===== config.mk =====
export PLATFORM = sky130hd
export DESIGN_NAME = mul_result_stage_flat
export DESIGN_NICKNAME = d
export VERILOG_FILES = /design/src/rtl/mul_pkg.sv /design/src/rtl/mul_result_stage_if.sv /design/src/rtl/mul_result_stage_fifo2_vr.sv /design/src/rtl/mul_result_stage.sv /design/src/flat_wrapper.sv
export SDC_FILE = /design/constraint.sdc
export NUM_CORES = 1
export LEC_CHECK = 0
export ABC_AREA = 1
export CORE_ASPECT_RATIO = 1.2
export CORE_MARGIN = 5
export CORE_UTILIZATION = 45
export DETAILED_ROUTE_END_ITERATION = 12
export DONT_BUFFER_PORTS = 1
export PLACE_DENSITY = 0.63
export SKIP_LAST_GASP = 1
export SLEW_MARGIN = 20
export SYNTH_ARGS = -nofsm -noshare
export SYNTH_HDL_FRONTEND = slang
export SYNTH_SLANG_ARGS = --single-unit

===== constraint.sdc =====
create_clock -name clk -period 2.2 [get_ports clk]
set_input_delay 0.44 -clock clk [delete_from_list [all_inputs] [get_ports clk]]
set_output_delay 0.44 -clock clk [all_outputs]
set_load 0.01 [all_outputs]

===== src/rtl/mul_pkg.sv =====
`default_nettype none
// ============================================================================
// Module      : mul_pkg
// Description : Shared constants and types for the multiplier result stage.
//               Holds operand/tag widths, result-select op encodings and the
//               result-entry record that travels through the output queue.
// Revision    : 1.0 - initial release
// ============================================================================
package mul_pkg;

   localparam int XLEN = 64;
   localparam int TAGW = 5;

   // Result-select encodings carried on in_op
   localparam logic [1:0] MUL_LO  = 2'b00;   // low half
   localparam logic [1:0] MUL_HSS = 2'b01;   // high half, signed x signed
   localparam logic [1:0] MUL_HSU = 2'b10;   // high half, signed x unsigned
   localparam logic [1:0] MUL_HUU = 2'b11;   // high half, unsigned x unsigned

   typedef struct packed {
      logic [TAGW-1:0] rd;
      logic [XLEN-1:0] data;
   } res_entry_t;

endpackage
`default_nettype wire


===== src/rtl/mul_result_stage_if.sv =====
`default_nettype none
// ============================================================================
// Module      : mul_result_stage_if
// Description : Handshake bundle around the multiplier result stage.
//               Input side  : in_valid/in_ready, in_op, in_rd, in_a, in_b,
//                             in_prod (2*XLEN unsigned product)
//               Output side : out_valid/out_ready, out_rd, out_data
//               Control     : flush (synchronous discard of all results)
//               slave  - the result stage's view
//               master - the upstream multiplier / writeback view
// Revision    : 1.0 - initial release
// ============================================================================
interface mul_result_stage_if
   import mul_pkg::*;
#(
   parameter int XLEN = mul_pkg::XLEN,
   parameter int TAGW = mul_pkg::TAGW
);

   logic                flush;
   logic                in_valid;
   logic                in_ready;
   logic [1:0]          in_op;
   logic [TAGW-1:0]     in_rd;
   logic [XLEN-1:0]     in_a;
   logic [XLEN-1:0]     in_b;
   logic [2*XLEN-1:0]   in_prod;
   logic                out_valid;
   logic                out_ready;
   logic [TAGW-1:0]     out_rd;
   logic [XLEN-1:0]     out_data;

   modport slave (
      input  flush, in_valid, in_op, in_rd, in_a, in_b, in_prod, out_ready,
      output in_ready, out_valid, out_rd, out_data
   );

   modport master (
      output flush, in_valid, in_op, in_rd, in_a, in_b, in_prod, out_ready,
      input  in_ready, out_valid, out_rd, out_data
   );

endinterface
`default_nettype wire


===== src/rtl/mul_result_stage_fifo2_vr.sv =====
`default_nettype none
// ============================================================================
// Module      : fifo2_vr
// Description : Generic 2-entry valid/ready queue. The head entry drives
//               out_data directly; in_ready is decoded from the occupancy
//               register only, so there is no combinational path from
//               out_ready or in_valid to in_ready.
// Ports       : clk, rst_n (async active-low), flush (sync discard)
//               in_valid/in_ready/in_data   - push side
//               out_valid/out_ready/out_data - pop side (head entry)
// Revision    : 1.0 - initial release
// ============================================================================
module fifo2_vr #(
   parameter int WIDTH = 8,
   parameter int DEPTH = 2
) (
   input  logic             clk,
   input  logic             rst_n,
   input  logic             flush,
   input  logic             in_valid,
   output logic             in_ready,
   input  logic [WIDTH-1:0] in_data,
   output logic             out_valid,
   input  logic             out_ready,
   output logic [WIDTH-1:0] out_data
);

   logic [1:0]       r_count;
   logic [WIDTH-1:0] r_head;
   logic [WIDTH-1:0] r_tail;
   logic             w_push;
   logic             w_pop;

   assign in_ready  = (r_count < 2'(DEPTH));
   assign out_valid = (r_count != 2'd0);
   assign out_data  = r_head;
   assign w_push    = in_valid & in_ready;
   assign w_pop     = out_valid & out_ready;

   // Entries shift toward the head on pop, so r_head is always the oldest.
   // When the queue drains, r_head keeps its last value (never X after reset).
   always_ff @(posedge clk or negedge rst_n) begin
      if (!rst_n) begin
         r_count <= 2'd0;
         r_head  <= '0;
         r_tail  <= '0;
      end else if (flush) begin
         r_count <= 2'd0;
      end else begin
         case (r_count)
            2'd0: begin
               if (w_push) begin
                  r_head  <= in_data;
                  r_count <= 2'd1;
               end
            end
            2'd1: begin
               if (w_push && w_pop) begin
                  r_head <= in_data;           // old head leaves, new one takes its place
               end else if (w_push) begin
                  r_tail  <= in_data;
                  r_count <= 2'd2;
               end else if (w_pop) begin
                  r_count <= 2'd0;
               end
            end
            2'd2: begin
               if (w_pop) begin
                  r_head  <= r_tail;
                  r_count <= 2'd1;
               end
            end
            default: r_count <= 2'd0;
         endcase
      end
   end

endmodule
`default_nettype wire


===== src/rtl/mul_result_stage.sv =====
`default_nettype none
// ============================================================================
// Module      : mul_result_stage
// Description : Result stage after the 64x64 unsigned multiplier. Applies the
//               signed high-half correction, selects the result half for
//               MUL/MULH/MULHSU/MULHU and queues {rd, data} in a 2-entry
//               valid/ready FIFO feeding register-file writeback.
// Ports       : clk, rst_n (async active-low)
//               bus (slave modport of mul_result_stage_if): flush, input
//               handshake with op/rd/a/b/prod, output handshake with rd/data
// Revision    : 1.0 - initial release
// ============================================================================
module mul_result_stage
   import mul_pkg::*;
#(
   parameter int XLEN  = mul_pkg::XLEN,
   parameter int TAGW  = mul_pkg::TAGW,
   parameter int DEPTH = 2
) (
   input  logic                   clk,
   input  logic                   rst_n,
   mul_result_stage_if.slave      bus
);

   localparam int C_PW = TAGW + XLEN;

   logic [XLEN-1:0] w_p_hi;
   logic [XLEN-1:0] w_corr_a;
   logic [XLEN-1:0] w_corr_b;
   logic [XLEN-1:0] w_result;
   logic [C_PW-1:0] w_push_entry;
   logic [C_PW-1:0] w_head_entry;

   // Unsigned-to-signed high-half correction: a negative operand interpreted
   // as unsigned carries an extra 2^XLEN, contributing other_operand * 2^XLEN
   // to the product, which is removed from the high half.
   assign w_p_hi   = bus.in_prod[2*XLEN-1:XLEN];
   assign w_corr_a = bus.in_a[XLEN-1] ? bus.in_b : '0;
   assign w_corr_b = bus.in_b[XLEN-1] ? bus.in_a : '0;

   always_comb begin
      w_result = bus.in_prod[XLEN-1:0];
      case (bus.in_op)
         MUL_LO:  w_result = bus.in_prod[XLEN-1:0];
         MUL_HSS: w_result = w_p_hi - w_corr_a - w_corr_b;
         MUL_HSU: w_result = w_p_hi - w_corr_a;
         MUL_HUU: w_result = w_p_hi;
         default: w_result = bus.in_prod[XLEN-1:0];
      endcase
   end

   assign w_push_entry = {bus.in_rd, w_result};

   fifo2_vr #(
      .WIDTH (C_PW),
      .DEPTH (DEPTH)
   ) u_queue (
      .clk       (clk),
      .rst_n     (rst_n),
      .flush     (bus.flush),
      .in_valid  (bus.in_valid),
      .in_ready  (bus.in_ready),
      .in_data   (w_push_entry),
      .out_valid (bus.out_valid),
      .out_ready (bus.out_ready),
      .out_data  (w_head_entry)
   );

   assign bus.out_rd   = w_head_entry[C_PW-1:XLEN];
   assign bus.out_data = w_head_entry[XLEN-1:0];

endmodule
`default_nettype wire


===== src/flat_wrapper.sv =====
// flat-port wrapper written by rule: the top's interface ports become plain ports
module mul_result_stage_flat import mul_pkg::*;
#(
   parameter int XLEN  = mul_pkg::XLEN,
   parameter int TAGW  = mul_pkg::TAGW,
   parameter int DEPTH = 2
)
  (clk, rst_n, bus_flush, bus_in_valid, bus_in_op, bus_in_rd, bus_in_a, bus_in_b, bus_in_prod, bus_out_ready, bus_in_ready, bus_out_valid, bus_out_rd, bus_out_data);
  mul_result_stage_if #(.XLEN(XLEN), .TAGW(TAGW)) bus_i ();
  input  logic clk;
  input  logic rst_n;
  input wire logic [$bits(bus_i.flush)-1:0] bus_flush;
  input wire logic [$bits(bus_i.in_valid)-1:0] bus_in_valid;
  input wire logic [$bits(bus_i.in_op)-1:0] bus_in_op;
  input wire logic [$bits(bus_i.in_rd)-1:0] bus_in_rd;
  input wire logic [$bits(bus_i.in_a)-1:0] bus_in_a;
  input wire logic [$bits(bus_i.in_b)-1:0] bus_in_b;
  input wire logic [$bits(bus_i.in_prod)-1:0] bus_in_prod;
  input wire logic [$bits(bus_i.out_ready)-1:0] bus_out_ready;
  output wire logic [$bits(bus_i.in_ready)-1:0] bus_in_ready;
  output wire logic [$bits(bus_i.out_valid)-1:0] bus_out_valid;
  output wire logic [$bits(bus_i.out_rd)-1:0] bus_out_rd;
  output wire logic [$bits(bus_i.out_data)-1:0] bus_out_data;
  assign bus_i.flush = bus_flush;
  assign bus_i.in_valid = bus_in_valid;
  assign bus_i.in_op = bus_in_op;
  assign bus_i.in_rd = bus_in_rd;
  assign bus_i.in_a = bus_in_a;
  assign bus_i.in_b = bus_in_b;
  assign bus_i.in_prod = bus_in_prod;
  assign bus_i.out_ready = bus_out_ready;
  assign bus_in_ready = bus_i.in_ready;
  assign bus_out_valid = bus_i.out_valid;
  assign bus_out_rd = bus_i.out_rd;
  assign bus_out_data = bus_i.out_data;
  mul_result_stage #(.XLEN(XLEN), .TAGW(TAGW), .DEPTH(DEPTH)) u_core (.clk(clk), .rst_n(rst_n), .bus(bus_i));
endmodule

==> flow_summary.toml <==
[clock_network]
cts.clk_slew.worst_paths_ns = 0.07
num_clock_sinks = 140
root_buffer = "sky130_fd_sc_hd__clkbuf_16"
cts_tree = "built"
numCtsBuffers = 17
clock_insertion_delay_worst_skew_ns = 0.44
ctsLongestPathBuffers = 2
htreeDepth = 4

[logic_synthesis]
ys_types = 50
synth.area.top_cells = "sky130_fd_sc_hd__nand2_1 22%, sky130_fd_sc_hd__dfrtp_1 20%, sky130_fd_sc_hd__ha_1 8.8%"
postSynthRegisterBits = 140
yosys.area.top_type = "sky130_fd_sc_hd__nand2_1"
synthSimpleGateAreaFrac_pct = 40.5
share_of_the_synthesized_area_in_compound_gates_ao_oa_aoi_oai_pct = 18.3
netlist_area_um2 = 17900
post_synth_mux_area_share_pct = 0
postSynth.topFlopCell = "sky130_fd_sc_hd__dfrtp_1"
dominant_combinational_cell_family_by_area_after_synthesis = "simple AND/OR/NAND/NOR gates"
synth_fp_nets = 3557
yosys.area_share.xor_xnor_pct = 2.20
synth_area_per_cell_um2 = 5.66
synth_top_area_share_pct = 22.4
synth.cells.most_frequent = "1,068 x sky130_fd_sc_hd__nand2_1, 402 x sky130_fd_sc_hd__inv_1, 379 x sky130_fd_sc_hd__nor2_1"
adder_cell_area_share_of_the_yosys_netlist_pct = 9.03
synth_warnings = 0
synth-edff-count = 0
synthCells = 3161
ys_seq_area_share_pct = 19.6
async_set_reset_flop_share_out_of_synthesis_pct = 100
post-synth-top-count-cell = "sky130_fd_sc_hd__nand2_1"

[routing]
num_vias = 24500
route.detailed.wl_per_inst_um = 21.6
viasPerCell = 5.70
dr.pass1.iters = 6
drc = 0
drt-initial-drc-count = 2240
drt_wl_total_mm = 92.7
ant_nets = 0

[grt]
grt_max_degree = 141
gr-total-overflow = 0
grt_first_pass_wirelength_mm = 131
antenna_found_initial = 17
via_count_of_the_first_global_routing_pass = 23500
grt_util_all_layers_pct = 38.6

[pwr]
peakVddDrop_mv = 0.661
cellPowerDensity_nw_per_um2 = 732
power.leakage_nw = 13.5

[worst_setup_path]
crit_family = "simple AND/OR/NAND/NOR gates"
rrSetupSlack_ns = 0.13
crit_path_max_incr_delay_ns = 0.31
worst-path-stages = 29
timing.reg2reg.worst_path_depth = 9
path_buf_inv = 7
cp-end-kind = "flop"
timing.critical_path.fanout_max = 64
critical_path_arrival_ns = 4.25
worst-setup-path-type = "primary input to flop"
crit_top_cell = "sky130_fd_sc_hd__nand2_1"
worst_setup_path_start_kind = "primary input"
critPathRequiredTime_ns = 2.51
critical-path-slowest-cell = "sky130_fd_sc_hd__ha_4"

[floorplanning]
die_w_um = 192
die_area_um2 = 43900
initial_utilization_pct = 45.3
total_i_o_pin_count = 339
std_cell_rows = 80
core_area_um2 = 39500
die_height_um = 228

[flow_run]
max-cap-violations = 0

[sta]
hold-worst-slack_ns = -0.303
slew_headroom_pct = 50.3
rsz0062_at_grt = "true"
final_hold_viol_count = 140
period_share_pct = 179
timing.final.setup_violations = 124
maxClockFrequency_mhz = 254
worst_slack_ns = -1.74
maxSlewViolCount = 0
final_total_negative_setup_slack_ns = -166.89
final.setup_skew_ns = 0.0119
worst_pin_slew_ns = 0.745
layout_min_cycle_time_ns = 3.94

[finish]
layout.nets = 4141
multiInputGateArea_um2 = 17800
fillCellCount = 3068
seqCellArea_um2 = 3500
drive_gt1_share_pct = 44.3
finalCoreUtilization_pct = 74.1
flow.area_growth_from_synthesis_pct = 63.8

[placement]
portBuffers = 0
detailed_place_hpwl_mm = 72.4
rd_place_congestion = 1.04
dp_slack_ns = -2.62

[worst_hold_path]
min-delay-path-class = "primary input to async pin"

[run_status]
violations = "negative hold slack, negative setup slack"
outcome = "complete, but fails checks"
[layer usage]
metal	part of all wire (%)	up-vias	GRT usage [%]	wire length, µm
met2	46	1274	63.0	42900
met3	8.7	328	7.27	8090
met5	0.19	-	0	178
met1	39	11600	48.9	35900
met4	6.1	22	18.3	5620
li1	-	11300	-	-
[cells in the final DEF, fill, tap and decap left out, drive strengths merged, types with 17 or more instances in the layout]
cell    Yosys  routed
nand2    1087    1087
buf        22     646
inv       413     421
nor2      404     404
a21oi     265     265
o21ai     235     235
nand3     159     159
dfrtp     140     140
ha        126     126
o21bai     34      34
nor3       29      29
xor2       27      27
and2       21      21
nand4      20      20
clkbuf     59      18
xnor2      17      17
[registers in the layout, indices dropped and copies added (netlist names)]
name                     cells
u_core.u_queue.out_data     69
u_core.u_queue.r_tail       69
u_core.u_queue.r_count       2
[logic make-up after synthesis]
kind of cell / Yosys count
XOR/XNOR: 44
AO/OA/AOI/OAI: 595
buffers and inverters: 494
flip-flops: 140
adder cells (fa/ha/maj): 128
AND/OR/NAND/NOR: 1760
[per-stage QoR]
step | area, µm² | instances | power [W] | hold WS (ns)
after detailed placement | 23800 | 4157 | 0.0150 | 0.148
final | 29300 | 4297 | 0.0215 | -0.303
after floorplan | 19300 | 3161 | 0.0102 | 0.144
after global routing | 29300 | 4294 | 0.0225 | -0.308
after global placement | 23800 | 4157 | 0.0148 | 0.147
after CTS | 26400 | 4231 | 0.0190 | -0.312
[timing repair]
item | 4_1_cts | 5_1_grt
gates cloned | 0 | 0
pin swaps | 138 | 290
setup buffers | 43 | 62
hold endpoints to repair | 140 | 140
resized for setup | 406 | 638
setup endpoints to repair | 124 | 124
[path summary, 6_finish.rpt]
kind / from / endpoint
worst min-delay path: rst_n / u_core.u_queue.out_data[6]
min in group clk: bus_flush / u_core.u_queue.r_count[1]
worst max-delay path: bus_in_a[63] / u_core.u_queue.out_data[59]
max in group asynchronous: rst_n / u_core.u_queue.r_tail[50]
worst min register to register: u_core.u_queue.r_tail[44] / u_core.u_queue.r_tail[44]
worst max register to register: u_core.u_queue.r_count[1] / u_core.u_queue.out_data[59]
[power by group]
group          switching, W  internal, W
Combinational       0.00799      0.00636
Sequential         0.000731      0.00349
Clock               0.00126      0.00163
Total               0.00998       0.0115
[layout make-up]
type,instances,share of cell area [%]
timing repair buffer,646,17.5
clock buffer,18,1.50
clock inverter,14,0.517
antenna,6,0.0512
sequential,140,12.0
tap,533,2.28
inverter,413,5.37
multi-input combinational,2527,60.8
Note: power is estimated with default switching activity, not from simulation.
